## src/rtl/ca_pkg.sv

```systemverilog
// ca_pkg: shared constants, G2 tap table, state type and chip helper for ca_code_gen
package ca_pkg;
    localparam int CA_CHIPS = 1023;
    localparam int CA_MS_PER_BIT = 20;
    localparam logic [5:0] PRN_MIN = 6'd1;
    localparam logic [5:0] PRN_MAX = 6'd32;
    // Feedback masks: bit i-1 set means stage i is a feedback tap
    localparam logic [9:0] G1_MASK = 10'h204;
    localparam logic [9:0] G2_MASK = 10'h3A6;
    typedef enum logic [1:0] {IDLE, ARMED, RUN} ca_state_t;
    // {s1, s2} G2 phase-selector taps per PRN
    localparam logic [7:0] G2_TAPS [1:32] = '{
        8'h26, 8'h37, 8'h48, 8'h59, 8'h19, 8'h2A, 8'h18, 8'h29,
        8'h3A, 8'h23, 8'h34, 8'h56, 8'h67, 8'h78, 8'h89, 8'h9A,
        8'h14, 8'h25, 8'h36, 8'h47, 8'h58, 8'h69, 8'h13, 8'h46,
        8'h57, 8'h68, 8'h79, 8'h8A, 8'h16, 8'h27, 8'h38, 8'h49
    };
    function automatic logic ca_chip(input logic [9:0] g1, input logic [9:0] g2, input logic [7:0] taps);
        return g1[9] ^ g2[taps[7:4] - 4'd1] ^ g2[taps[3:0] - 4'd1];
    endfunction
endpackage

```

## src/rtl/ca_code_gen_if.sv

```systemverilog
// ca_code_gen_if: strobe/restart inputs and code replica outputs of ca_code_gen
// Optional: CA_BIT_SYNC_EN adds ms_cnt and bit_edge.
interface ca_code_gen_if;
    logic       strobe_0;
    logic       strobe_180;
    logic       restart;
    logic [5:0] prn;
    logic       code_p;
    logic       code_e;
    logic       code_l;
    logic       epoch;
    logic [9:0] chip_idx;
    logic       running;
    logic       err;
`ifdef CA_BIT_SYNC_EN
    logic [4:0] ms_cnt;
    logic       bit_edge;
`endif
    modport master (
        output strobe_0, strobe_180, restart, prn,
        input  code_p, code_e, code_l, epoch, chip_idx, running, err
`ifdef CA_BIT_SYNC_EN
        , input ms_cnt, bit_edge
`endif
    );
    modport slave (
        input  strobe_0, strobe_180, restart, prn,
        output code_p, code_e, code_l, epoch, chip_idx, running, err
`ifdef CA_BIT_SYNC_EN
        , output ms_cnt, bit_edge
`endif
    );
endinterface

```

## src/rtl/ca_lfsr10.sv

```systemverilog
// ca_lfsr10: 10-bit Fibonacci LFSR with generic feedback mask
// Ports: clk_in, rst_n (async, active low), i_load (reload all ones), i_step (advance),
//   o_state (effective current state: all ones while i_load is high, else the register).
module ca_lfsr10 #(
    parameter logic [9:0] MASK = 10'h204
) (
    input  logic       clk_in,
    input  logic       rst_n,
    input  logic       i_load,
    input  logic       i_step,
    output logic [9:0] o_state
);
    logic [9:0] r_q;
    assign o_state = i_load ? '1 : r_q;
    // Load and step together advance one step from the all-ones state
    always_ff @(posedge clk_in or negedge rst_n)
        if (!rst_n) r_q <= '1;
        else if (i_step) r_q <= {o_state[8:0], ^(o_state & MASK)};
        else if (i_load) r_q <= '1;
endmodule

```

## src/rtl/ca_code_gen.sv

```systemverilog
// ca_code_gen: GPS L1 C/A Gold-code generator with prompt, early and late replicas
// Ports: clk_in (16 MHz), rst_n (async, active low), bus (slave modport of ca_code_gen_if):
//   strobe_0/strobe_180 chip strobes, restart+prn re-arm, code_p/code_e/code_l, epoch,
//   chip_idx, running, err.
// Optional: CA_BIT_SYNC_EN adds bus.ms_cnt (epoch within data bit) and bus.bit_edge.
module ca_code_gen
    import ca_pkg::*;
#(
    parameter int CHIP_COUNT = CA_CHIPS
) (
    input logic          clk_in,
    input logic          rst_n,
    ca_code_gen_if.slave bus
);
    ca_state_t  r_state;
    logic [5:0] r_prn;
    logic       r_code_p, r_code_e, r_code_l, r_epoch, r_err;
    logic [9:0] r_chip_idx;
    logic [9:0] w_g1, w_g2;
    logic       w_prn_ok, w_s0, w_wrap, w_load, w_chip;
    assign w_prn_ok = bus.prn >= PRN_MIN && bus.prn <= PRN_MAX;
    // Any restart (valid or not) swallows the strobes of its cycle
    assign w_s0 = !bus.restart && bus.strobe_0 && r_state != IDLE;
    assign w_wrap = r_state == RUN && r_chip_idx == 10'(CHIP_COUNT - 1);
    assign w_load = (bus.restart && w_prn_ok) || (w_s0 && w_wrap);
    // LFSR outputs already reflect a same-cycle reload, so this is chip0 at the epoch
    assign w_chip = ca_chip(w_g1, w_g2, G2_TAPS[r_prn]);
    ca_lfsr10 #(.MASK(G1_MASK)) u_g1 (
        .clk_in(clk_in), .rst_n(rst_n), .i_load(w_load), .i_step(w_s0), .o_state(w_g1)
    );
    ca_lfsr10 #(.MASK(G2_MASK)) u_g2 (
        .clk_in(clk_in), .rst_n(rst_n), .i_load(w_load), .i_step(w_s0), .o_state(w_g2)
    );
`ifdef CA_BIT_SYNC_EN
    logic [4:0] r_ms_cnt;
    logic       r_bit_edge;
    assign bus.ms_cnt = r_ms_cnt;
    assign bus.bit_edge = r_bit_edge;
`endif
    always_ff @(posedge clk_in or negedge rst_n) begin
        if (!rst_n) begin
            r_state <= IDLE;
            r_prn <= 6'd1;
            r_code_p <= 1'b0;
            r_code_e <= 1'b0;
            r_code_l <= 1'b0;
            r_epoch <= 1'b0;
            r_err <= 1'b0;
            r_chip_idx <= '0;
`ifdef CA_BIT_SYNC_EN
            r_ms_cnt <= '0;
            r_bit_edge <= 1'b0;
`endif
        end else begin
            r_epoch <= 1'b0;
`ifdef CA_BIT_SYNC_EN
            r_bit_edge <= 1'b0;
`endif
            if (bus.restart) begin
                r_err <= !w_prn_ok;
                if (w_prn_ok) begin
                    r_state <= ARMED;
                    r_prn <= bus.prn;
                    r_code_p <= 1'b0;
                    r_code_e <= 1'b0;
                    r_code_l <= 1'b0;
                    r_chip_idx <= '0;
`ifdef CA_BIT_SYNC_EN
                    r_ms_cnt <= '0;
`endif
                end
            end else if (r_state != IDLE) begin
                if (bus.strobe_0 && bus.strobe_180) r_err <= 1'b1;
                if (bus.strobe_0) begin
                    r_code_p <= w_chip;
                    r_epoch <= r_state == ARMED || w_wrap;
                    r_chip_idx <= r_state == ARMED || w_wrap ? '0 : r_chip_idx + 10'd1;
                    if (r_state == ARMED) begin
                        r_code_e <= w_chip;
                        r_code_l <= 1'b0;
                        r_state <= RUN;
                    end
`ifdef CA_BIT_SYNC_EN
                    if (r_state == ARMED) begin
                        r_ms_cnt <= '0;
                        r_bit_edge <= 1'b1;
                    end else if (w_wrap) begin
                        r_ms_cnt <= r_ms_cnt == 5'(CA_MS_PER_BIT - 1) ? '0 : r_ms_cnt + 5'd1;
                        r_bit_edge <= r_ms_cnt == 5'(CA_MS_PER_BIT - 1);
                    end
`endif
                end else if (bus.strobe_180 && r_state == RUN) begin
                    r_code_l <= r_code_p;
                    r_code_e <= w_chip;
                end
            end
        end
    end
    assign bus.code_p = r_code_p;
    assign bus.code_e = r_code_e;
    assign bus.code_l = r_code_l;
    assign bus.epoch = r_epoch;
    assign bus.chip_idx = r_chip_idx;
    assign bus.running = r_state == RUN;
    assign bus.err = r_err;
endmodule

```

## src/flat_wrapper.sv

```systemverilog
// flat-port wrapper written by rule: the top's interface ports become plain ports
module ca_code_gen_flat import ca_pkg::*;
#(
    parameter int CHIP_COUNT = CA_CHIPS
)
  (clk_in, rst_n, bus_strobe_0, bus_strobe_180, bus_restart, bus_prn, bus_code_p, bus_code_e, bus_code_l, bus_epoch, bus_chip_idx, bus_running, bus_err);
  ca_code_gen_if bus_i ();
  input logic clk_in;
  input logic rst_n;
  input wire logic [$bits(bus_i.strobe_0)-1:0] bus_strobe_0;
  input wire logic [$bits(bus_i.strobe_180)-1:0] bus_strobe_180;
  input wire logic [$bits(bus_i.restart)-1:0] bus_restart;
  input wire logic [$bits(bus_i.prn)-1:0] bus_prn;
  output wire logic [$bits(bus_i.code_p)-1:0] bus_code_p;
  output wire logic [$bits(bus_i.code_e)-1:0] bus_code_e;
  output wire logic [$bits(bus_i.code_l)-1:0] bus_code_l;
  output wire logic [$bits(bus_i.epoch)-1:0] bus_epoch;
  output wire logic [$bits(bus_i.chip_idx)-1:0] bus_chip_idx;
  output wire logic [$bits(bus_i.running)-1:0] bus_running;
  output wire logic [$bits(bus_i.err)-1:0] bus_err;
  assign bus_i.strobe_0 = bus_strobe_0;
  assign bus_i.strobe_180 = bus_strobe_180;
  assign bus_i.restart = bus_restart;
  assign bus_i.prn = bus_prn;
  assign bus_code_p = bus_i.code_p;
  assign bus_code_e = bus_i.code_e;
  assign bus_code_l = bus_i.code_l;
  assign bus_epoch = bus_i.epoch;
  assign bus_chip_idx = bus_i.chip_idx;
  assign bus_running = bus_i.running;
  assign bus_err = bus_i.err;
  ca_code_gen #(.CHIP_COUNT(CHIP_COUNT)) u_core (.clk_in(clk_in), .rst_n(rst_n), .bus(bus_i));
endmodule
```

## config.mk

```make
export PLATFORM = sky130hd
export DESIGN_NAME = ca_code_gen_flat
export DESIGN_NICKNAME = d
export VERILOG_FILES = /design/src/rtl/ca_pkg.sv /design/src/rtl/ca_code_gen_if.sv /design/src/rtl/ca_lfsr10.sv /design/src/rtl/ca_code_gen.sv /design/src/flat_wrapper.sv
export SDC_FILE = /design/constraint.sdc
export NUM_CORES = 1
export LEC_CHECK = 0
export BUFFER_PORTS_ARGS = -buffer_cell sky130_fd_sc_hd__clkbuf_2
export CAP_MARGIN = 5
export CORE_ASPECT_RATIO = 0.9
export CORE_MARGIN = 5
export CORE_UTILIZATION = 35
export DETAILED_ROUTE_END_ITERATION = 7
export GPL_TIMING_DRIVEN = 1
export HOLD_SLACK_MARGIN = 0.05
export SYNTH_ARGS = -nofsm -noshare
export SYNTH_HDL_FRONTEND = slang
export SYNTH_SLANG_ARGS = --single-unit
```

## constraint.sdc

```tcl
create_clock -name clk_in -period 10.1 [get_ports clk_in]
set_input_delay 1.515 -clock clk_in [delete_from_list [all_inputs] [get_ports clk_in]]
set_output_delay 1.515 -clock clk_in [all_outputs]
set_load 0.01 [all_outputs]
```

* Yosys cells after proc, flatten, opt, wreduce, memory -nomap -nowiden *
Memories as Yosys holds them, arrays and structs flattened.
Cells that the tools add are included.

storage, ports and cells
  bits in registers = 43
  memory bits (read-only) = 512
  input port bits = 11
  output and inout bits = 16
  logic and storage cells = 92
  memories = 1

cells by class
  add/sub/neg operators = 3
  magnitude comparators = 5
  equality and inequality tests = 5
  multiplexer cells = 40
  bitwise logic cells = 3
  reduce and logical (&&, ||, !) cells = 25

memory list
  name              words  bits a word  read ports  clocked after Yosys merged registers in  write ports  line               RTL
  (name not given)  64     8            1           0                                        0            ca_code_gen.sv:27  assign w_chip = ca_chip(w_g1, w_g2, G2_TAPS[r_prn]);

operator list
  operator                                                                             number
  10-bit two-way mux                                                                   9
  1-bit two-way mux                                                                    22
  10-bit parity                                                                        2
  8-bit two-way mux                                                                    2
  10-bit by 1-bit adder with 10-bit output, second input constant                      1
  10-bit == test, second input constant                                                1
  4-bit by 5-bit < comparator with 1-bit output, second input constant                 2
  2-bit two-way mux                                                                    5
  2-bit nonzero test                                                                   5
  1-bit binary-select mux with 4-bit select                                            2
  1-bit logical AND                                                                    8
  4-bit AND reduction                                                                  2
  4-bit by 1-bit subtractor with 4-bit output, second input constant                   2
  7-bit greater-or-equal comparator, second input constant                             1
  6-bit inverter with 7-bit output                                                     1
  6-bit by 1-bit greater-or-equal comparator with 1-bit output, second input constant  1
  6-bit <= comparator, second input constant                                           1
  2-bit AND reduction                                                                  2
  3-bit by 1-bit inequality test with 1-bit output, second input constant              1
  3-bit AND reduction                                                                  1
  3-bit nonzero test                                                                   1
  2-bit by 1-bit == test with 1-bit output, second input constant                      1
  2-bit == test, second input constant                                                 1
  1-bit logical NOT                                                                    2
  3 further kinds                                                                      5

* Depth between registers and ports, before layout *
Gate-level depths: netlist of run 1.

  depth in word-level cells = 14
  depth in mapped cells = 15
  depth with buffers taken out = 14

* Hierarchy *
From an unflattened synthesis of run 1, not the netlist that was laid out.

unflattened totals
  cells, all modules = 319
  area, all modules = 3121.7 sq um

modules (own cells, without submodules)
  module                   instances  cells each  area each (sq um)  sequential area each (sq um)
  ca_code_gen              1          234         2098.3             576.8
  ca_lfsr10 (u_core.u_g1)  1          46          520.5              262.8
  ca_lfsr10 (u_core.u_g2)  1          39          503.0              262.8

* Worst setup path after synthesis of run 1 *
OpenSTA, ideal clock, no wires.

  path kind = input -> register
  from = input port bus_prn[4]
  to = register u_core.r_code_e (netlist: u_core.bus.code_e)
  setup time = 0.125 ns
  data arrival time = 3.448 ns
  data required time = 9.975 ns
  path slack = 6.526 ns
  stages on the path = 10
  buffers on the path = 1
  cells stage by stage = or4_4 > or3_1 > nand3_2 > and2_1 > buf_2 > nand3b_1 > a21oi_1 > o31ai_1 > xnor2_1 > o21ai_1

on the way
  word-level cells in the longest chain between the ends = 13
  elaborated cells on any way between the ends = 20
  classes of those cells = order compare: 2; eq/ne: 1; mux: 11; bitwise: 2; reduce/logical: 4

ends and longest elaborated chain
  item                                                                                                        line                                  RTL
  start: declaration                                                                                          flat_wrapper.sv:13                    input wire logic [$bits(bus_i.prn)-1:0] bus_prn;
  6-bit by 1-bit greater-or-equal comparator with 1-bit output / 6-bit <= comparator (equally long branches)  ca_code_gen.sv:21                     assign w_prn_ok = bus.prn >= PRN_MIN && bus.prn <= PRN_MAX;
  1-bit logical AND (*)                                                                                       ca_code_gen.sv:21
  1-bit logical AND                                                                                           ca_code_gen.sv:25                     assign w_load = (bus.restart && w_prn_ok) || (w_s0 && w_wrap);
  1-bit logical OR                                                                                            ca_code_gen.sv:25
  10-bit two-way mux                                                                                          ca_lfsr10.sv:14                       assign o_state = i_load ? '1 : r_q;
  1-bit binary-select mux with 4-bit select                                                                   ca_pkg.sv:19                          return g1[9] ^ g2[taps[7:4] - 4'd1] ^ g2[taps[3:0] - 4'd1];
  1-bit two-way mux (implied by the code)                                                                     ca_pkg.sv:19
  1-bit XOR (2 in series)                                                                                     ca_pkg.sv:19
  1-bit two-way mux (on tied branches)                                                                        ca_code_gen.sv:92, ca_code_gen.sv:78
  1-bit two-way mux                                                                                           ca_code_gen.sv:74                     if (bus.strobe_0) begin
  1-bit two-way mux                                                                                           ca_code_gen.sv:72                     end else if (r_state != IDLE) begin
  1-bit two-way mux                                                                                           ca_code_gen.sv:59                     if (bus.restart) begin
  end signal: assignment                                                                                      ca_code_gen.sv:79                     r_code_e <= w_chip;
  end signal: assignment                                                                                      ca_code_gen.sv:94                     r_code_e <= w_chip;
  end: declaration                                                                                            ca_code_gen.sv:17                     logic r_code_p, r_code_e, r_code_l, r_epoch, r_err;

Every way passes the cells marked *; elsewhere a longest branch is shown, timed or not. The select of a mux whose other input is x is not followed.
A chain may end at the register's enable or synchronous reset.

* Worst setup path after layout of run 1 *
Same ends and word-level chain as after synthesis.

==> results.md, run 1 <==
- Status: finished clean
- Starting Density: 36.1%
- HP Class: reg2reg
- Static Leak: 1.39 nW
- Reg-to-reg slack, setup: 6.35 ns
- Synth top area share: 18.7%
- Routed vias: 2444
- Clock Pin Slew Worst Setup and Hold Paths: 0.08 ns
- Core ar.: 8150 um2
- Number of global-route vias before repair: 2318
- # diodes: 0
- Vias/cell: 5.40
- Max-Cap Viols: 0
- RSZ-0062 raised after global routing: no
- Residual DRC: 0
- Syn Nets: 356
- Syn Area/Cell: 8.76 um2
- Placed Cells: 445
- Setup Buffers After CTS: 0
- Worst R2R Path Depth: 14
- Layout Cells excl Fill: 453
- Row cnt: 31
- GPL Wtd Cong: 0.824
- Total gr overflow: 0
- Initial DRT Pass Iterations: 4
- Design Power: 0.587 mW
- Max-slew headroom: 49.3%
- Post-synth EDFFs: 0
- First-pass GRT wire length: 11.2 mm
- Critical path class: in2reg
- Register area share after synthesis: 37.4%
- # setup viols final: 0
- Root Buffer: clkbuf_8
- ANT nets after route: 0
- Pin count of the biggest net entering global routing: 44
- Total number of yosys warnings: 0
- CTS Sinks: 43
- Post-CTS sizing: 0
- Area leader, netlist: dfstp_2
- Hold Crit Depth: 2
- Proportion of layout cells with a drive suffix above 1: 22.9%
- Routed wire length: 6.36 mm
- CP Data Required Time: 10.27 ns
- Nets: 373
- Io pins: 27
- Initial antenna violation count: 0
- Setup TNS: 0 ns
- CP Max Fanout: 19
- Die area: 10300 um2
- Worst-Margin Slew: 0.758 ns
- HP Start: u_core.u_g1.r_q[7]
- Post-synthesis register bit count: 43
- Total CTS buffers: 5
- Layout Skew: 0.00916 ns
- I/O Buffers: 26
- Area grow syn2layout: 9.01%
- Crit path DAT: 4.08 ns
- Yosys cell types: 64
- Endpoint class of the critical path: flop
- Hold_buf cts: 0
- P per Cell Area: 183 nW/um2
- Top cells by area, synth: dfstp_2 19%, dfrtp_1 19%, nand2_1 6.8%, nand3_1 4.6%, ha_1 3.8%
- TritonCTS clock tree: done
- VDD IR max: 71.4 uV
- Maximum clock path buffer count: 2
- Asr flop ratio synth: 100%
- Fmax: 0.256 GHz
- Die height: 97.0 um
- Detail Placement HPWL: 4.56 mm
- Max-slew violation count: 0
- Top FF cell, synth: dfrtp_1
- Reg2reg start: u_core.r_prn[0]
- Routed len/inst: 14.0 um
- Die Width: 107 um
- Min-Delay Endpoint: u_core.u_g1.r_q[7]
- Clk Latency, worst-skew pair: 0.29 ns
- Critical Path Start Type: input pin
- Post-Syn Area: 2940 um2
- 1st-iter DRT viols: 89
- All-layer global routing usage: 12.7%
- H-tree Lvls: 2
- Synthesized instance count: 336
- Final Hold Viols: 0
- Worst reg2reg endpoint: u_core.bus.code_e
- Fin crit period: 3.91 ns
- Fin crit share: 38.7%
- Fillers: 852
[synthesized netlist by cell type (2+ instances only)]
library cell / instances
or2_1: 2
nor2_1: 24
nand2_1: 53
a32oi_1: 3
clkbuf_1: 8
nor2b_1: 3
ha_1: 9
o211ai_1: 3
a21bo_2: 2
buf_1: 2
mux2i_1: 7
a21o_1: 3
buf_2: 3
nand3b_1: 2
nor3b_1: 6
nor4_1: 2
xor2_1: 4
nand3_1: 27
dfrtp_1: 22
and3_1: 6
xnor2_1: 6
nor3_1: 5
a31oi_1: 4
o31ai_1: 7
nand4_1: 2
o21ai_1: 2
and2_1: 2
a211oi_1: 2
or4_4: 2
mux2_2: 8
o21ai_0: 20
a21oi_1: 14
or2_2: 2
dfstp_2: 21
nand2b_1: 10
inv_1: 7
buf_4: 4
[kinds of logic after synthesis]
family	Yosys count	synth area share, %
adder cells (fa/ha/maj)	9	3.82
AO/OA/AOI/OAI	73	17.1
flip-flops	43	37.4
buffers and inverters	26	4.21
XOR/XNOR	10	2.97
multiplexers	17	7.10
AND/OR/NAND/NOR	158	27.4
[critical path, stage by stage]
cell      delay (ns)
clkbuf_2        0.09
or4_4           0.55
or3_1           0.38
nand3_2         0.19
and2_1          0.57
nand3b_1        0.15
a21oi_1         0.19
o31ai_1         0.11
xnor2_1         0.23
o21ai_1         0.10
[layer usage]
| layer | GRT usage (%) | wire (um) |
|---|---|---|
| met4 | 3.54 | 75 |
| met5 | 0 | 0 |
| met3 | 2.73 | 179 |
| met2 | 19.7 | 2950 |
| met1 | 17.7 | 3160 |
[where the power goes]
group          leakage [nW]  total (mW)  internal [mW]  switching [mW]
registers             0.510       0.247          0.209          0.0384
logic                 0.838       0.231          0.111           0.120
clock network        0.0459       0.109         0.0548          0.0547
[cell type report]
cell class              count  area, um2  area share (%)
flip-flops and latches     43       1100            34.3
clock buffers               7       86.3            2.69
repair buffers             28        145            4.52
clock inverters             1       3.75           0.117
inverters                   8       30.0           0.936
multi-input cells         267       1720            53.5
well taps                  99        124            3.86
[sequential cells by signal, summed over array words and instances (netlist names)]
register and count:
u_core.bus.err 1, u_core.bus.code_l 1, u_core.u_g1.r_q 10, u_core.u_g2.r_q 10, u_core.bus.code_e 1, u_core.bus.chip_idx 10
u_core.r_state 2, u_core.r_prn 6, u_core.bus.epoch 1, u_core.bus.code_p 1
[metrics by stage]
step	hold slack (ns)	setup WS (ns)	cell area (um2)	util, %
detailed placement	0.478	5.90	3120	38.3
finish	0.488	6.19	3210	39.4
global route	0.510	5.97	3210	39.4
floorplan	0.464	6.53	2940	-
global placement	0.473	5.97	3120	38.3
CTS	0.489	6.18	3210	39.4
[worst max path at each step]
stage	start	slack, ns	end
floorplan	bus_prn[4]	6.53	u_core.bus.code_e
global placement	bus_prn[4]	5.97	u_core.bus.code_e
detailed placement	bus_prn[4]	5.90	u_core.bus.code_e
CTS	bus_prn[4]	6.18	u_core.bus.code_e
global route	bus_prn[4]	5.97	u_core.bus.code_e
finish	bus_prn[4]	6.19	u_core.bus.code_e
[placed cells by master (no fill, tap or decap), types with 3 or more instances in the layout]
cell,instances
clkbuf_8,6
nand3_1,27
nand2b_1,10
o211ai_1,3
dfrtp_1,22
ha_1,9
a21o_1,3
nor2_1,24
a32oi_1,3
o31ai_1,7
mux2i_1,7
o21ai_0,20
a21oi_1,14
inv_1,7
and3_1,6
xnor2_1,6
nor2b_1,3
clkbuf_2,26
nor3_1,5
xor2_1,4
a31oi_1,4
nand2_1,53
mux2_2,8
dfstp_2,21
nor3b_1,6
Note: power is estimated with default switching activity, not from simulation.
==> run 2, diff against run 1 <==
Clock period 10.1 ns to 3.9 ns, I/O delays scaled along.
==> run 2 against run 1 <==
Effect of this change: clock skew is 0.00077 ns lower; core utilization increased by 1.0 points; cell count increased by 1.1%; register-to-register slack got worse by 6.0 ns; total power rose to 2.8 times the previous value; first-iteration DRC count is 37% higher; non-clock buffer count grew 5; largest power group is now combinational logic.
==> results.md, run 2 (same netlist as run 1, synthesis figures left out) <==
- Area grow syn2layout: 11.8%
- GPL Wtd Cong: 0.819 (-0.51%)
- Die Width: 107 um (unchanged)
- Fillers: 829 (-2.7%)
- Die height: 97.0 um (unchanged)
- VDD IR max: 229 uV (+220%)
- Residual DRC: 0 (unchanged)
- Crit path DAT: 3.74 ns (-0.34 ns)
- Die area: 10300 um2 (unchanged)
- Initial DRT Pass Iterations: 5 (+1)
- Detail Placement HPWL: 4.70 mm (+3.1%)
- Final Hold Viols: 0 (unchanged)
- Critical Path Start Type: flop
- Routed len/inst: 14.3 um (+2.1%)
- Core ar.: 8150 um2 (unchanged)
- Total gr overflow: 0 (unchanged)
- Maximum clock path buffer count: 2 (unchanged)
- Endpoint class of the critical path: flop
- CTS Sinks: 43 (unchanged)
- Register Area: 1100 um2 (unchanged)
- 1st-iter DRT viols: 122 (+37%)
- CP Max Fanout: 10 (-9)
- Proportion of layout cells with a drive suffix above 1: 24.2% (+1.4 points)
- Setup Buffers After CTS: 0 (unchanged)
- Status: finished clean
- Row cnt: 31 (unchanged)
- CP Data Required Time: 4.09 ns (-6.18 ns)
- TritonCTS clock tree: done
- Worst-Margin Slew: 0.743 ns (-0.0148 ns)
- Fin crit period: 3.55 ns
- Final Util: 40.4% (+1.0 points)
- Placed Cells: 450 (+1.1%)
- Setup slack after layout: 0.348 ns (-5.84 ns)
- H-tree Lvls: 2 (unchanged)
- CP Launch Point: u_core.r_prn[0]
- Total CTS buffers: 5 (unchanged)
- Pin count of the biggest net entering global routing: 28 (-36%)
- Worst path slowest cell: dfstp_2
- Max-slew violation count: 0 (unchanged)
- Commonest non-fill, non-tap cells in the layout: 53 x nand2_1, 27 x nand3_1, 26 x clkbuf_2
- Reg2reg start: u_core.r_prn[0]
- Starting Density: 36.1% (unchanged)
- Worst path max stage delay: 0.64 ns (+0.07 ns)
- Layout Cells excl Fill: 458 (+1.1%)
- Nets: 378 (+1.3%)
- Io pins: 27 (unchanged)
- Post-place setup slack: 0.331 ns (-5.57 ns)
- P per Cell Area: 504 nW/um2 (+180%)
- Number of global-route vias before repair: 2469 (+6.5%)
- Layout Skew: 0.00840 ns (-0.000767 ns)
- # setup viols final: 0 (unchanged)
- Design Power: 1.66 mW (+180%)
- CP Cell Sequence: inv_2 > ha_1 > nor4bb_1 > nor4_1 > nand2_1 > ha_1 > mux2i_1 > and3_1 > a2111oi_1 > a211oi_1 > mux2i_1 > xnor2_1 > xnor2_1 > o21ai_1
- Root Buffer: clkbuf_8
- Multi-input gate area: 1720 um2 (about the same)
- Fin crit share: 91.1%
- Fmax: 0.282 GHz
- Clock Pin Slew Worst Setup and Hold Paths: 0.08 ns (about the same)
- Critical path class: reg2reg
- Commonest non-fill, non-tap cell in the layout: nand2_1
- All-layer global routing usage: 13.2% (+0.56 points)
- ANT nets after route: 0 (unchanged)
- Vias/cell: 5.45 (+0.93%)
- First-pass GRT wire length: 11.6 mm (+3.7%)
- Initial antenna violation count: 0 (unchanged)
- Hold_buf cts: 0 (unchanged)
- Routed wire length: 6.57 mm (+3.2%)
- Max-Cap Viols: 0 (unchanged)
- Clk Latency, worst-skew pair: 0.30 ns (about the same)
- Routed vias: 2494 (+2.0%)
- HP Class: in2async
- Static Leak: 1.44 nW (+3.1%)
- # diodes: 0 (unchanged)
- Max-slew headroom: 50.3% (+0.99 points)
- I/O Buffers: 26 (unchanged)
## run 2: changes by cell type in the layout (fill, tap and decap cells not counted)
cell / before / now
a2111oi_0: 1 / 0
a2111oi_1: 0 / 1
buf_4: 2 / 7
clkinv_1: 1 / 0
bufinv_16: 0 / 2
clkbuf_8: 6 / 5
## run 2: critical path, delay by kind of cell (launching register included)
kind	cells	cell delay, ns
AND/OR/NAND/NOR	4	0.84
multiplexers	2	0.32
AO/OA/AOI/OAI	3	0.59
flip-flops	1	0.64
buffers and inverters	1	0.09
XOR/XNOR	2	0.32
adder cells (fa/ha/maj)	2	0.65
## run 2: area by class of cell
cell class	instances	area share [%]
Multi-Input combinational cell	267	52.2
Sequential cell	43	33.5
Timing Repair Buffer	33	5.55
Tap cell	99	3.76
Clock buffer	6	2.21
Clock inverter	2	1.83
Inverter	8	0.913
## run 2: repair_timing
action | in CTS | in global routing
endpoints found under the hold margin | 0 | 0
gates resized for setup | 0 | 1
endpoints found under the setup margin | 0 | 1
## run 2: worst paths after layout
kind                                          endpoint  slack, ns  cells past startpoint
worst max-delay path                 u_core.bus.code_e       0.35                     14
worst max register to register       u_core.bus.code_e       0.35                     14
worst min-delay path            u_core.bus.chip_idx[2]       0.20                      1
worst min register to register      u_core.u_g1.r_q[7]       0.48                      2
min in group clk_in                 u_core.u_g1.r_q[7]       0.48                      2
max in group asynchronous           u_core.u_g1.r_q[2]       2.94                      2
## run 2: power breakdown
| part | internal [mW] | switching (mW) |
|---|---|---|
| combinational | 0.294 | 0.334 |
| sequential | 0.541 | 0.0789 |
| clock | 0.256 | 0.154 |
| total | 1.09 | 0.567 |
## run 2: per-stage QoR
stage	hold WS [ns]	TNS [ns]	instance area, um2
finish	0.204	0	3290
global route	0.229	-0.00403	3290
CTS	0.211	0	3290
detailed placement	0.475	0	3160
global placement	0.472	0	3160
floorplan	0.289	0	2940
## run 2: routing by layer
layer  vias up  share of wire (%)  GRT usage, %
met1      1205                 49          17.9
met5         -                  0             0
met2        36                 47          21.8
li1       1246                  -             -
met3         7                2.4          1.80
met4         0                1.3          4.13
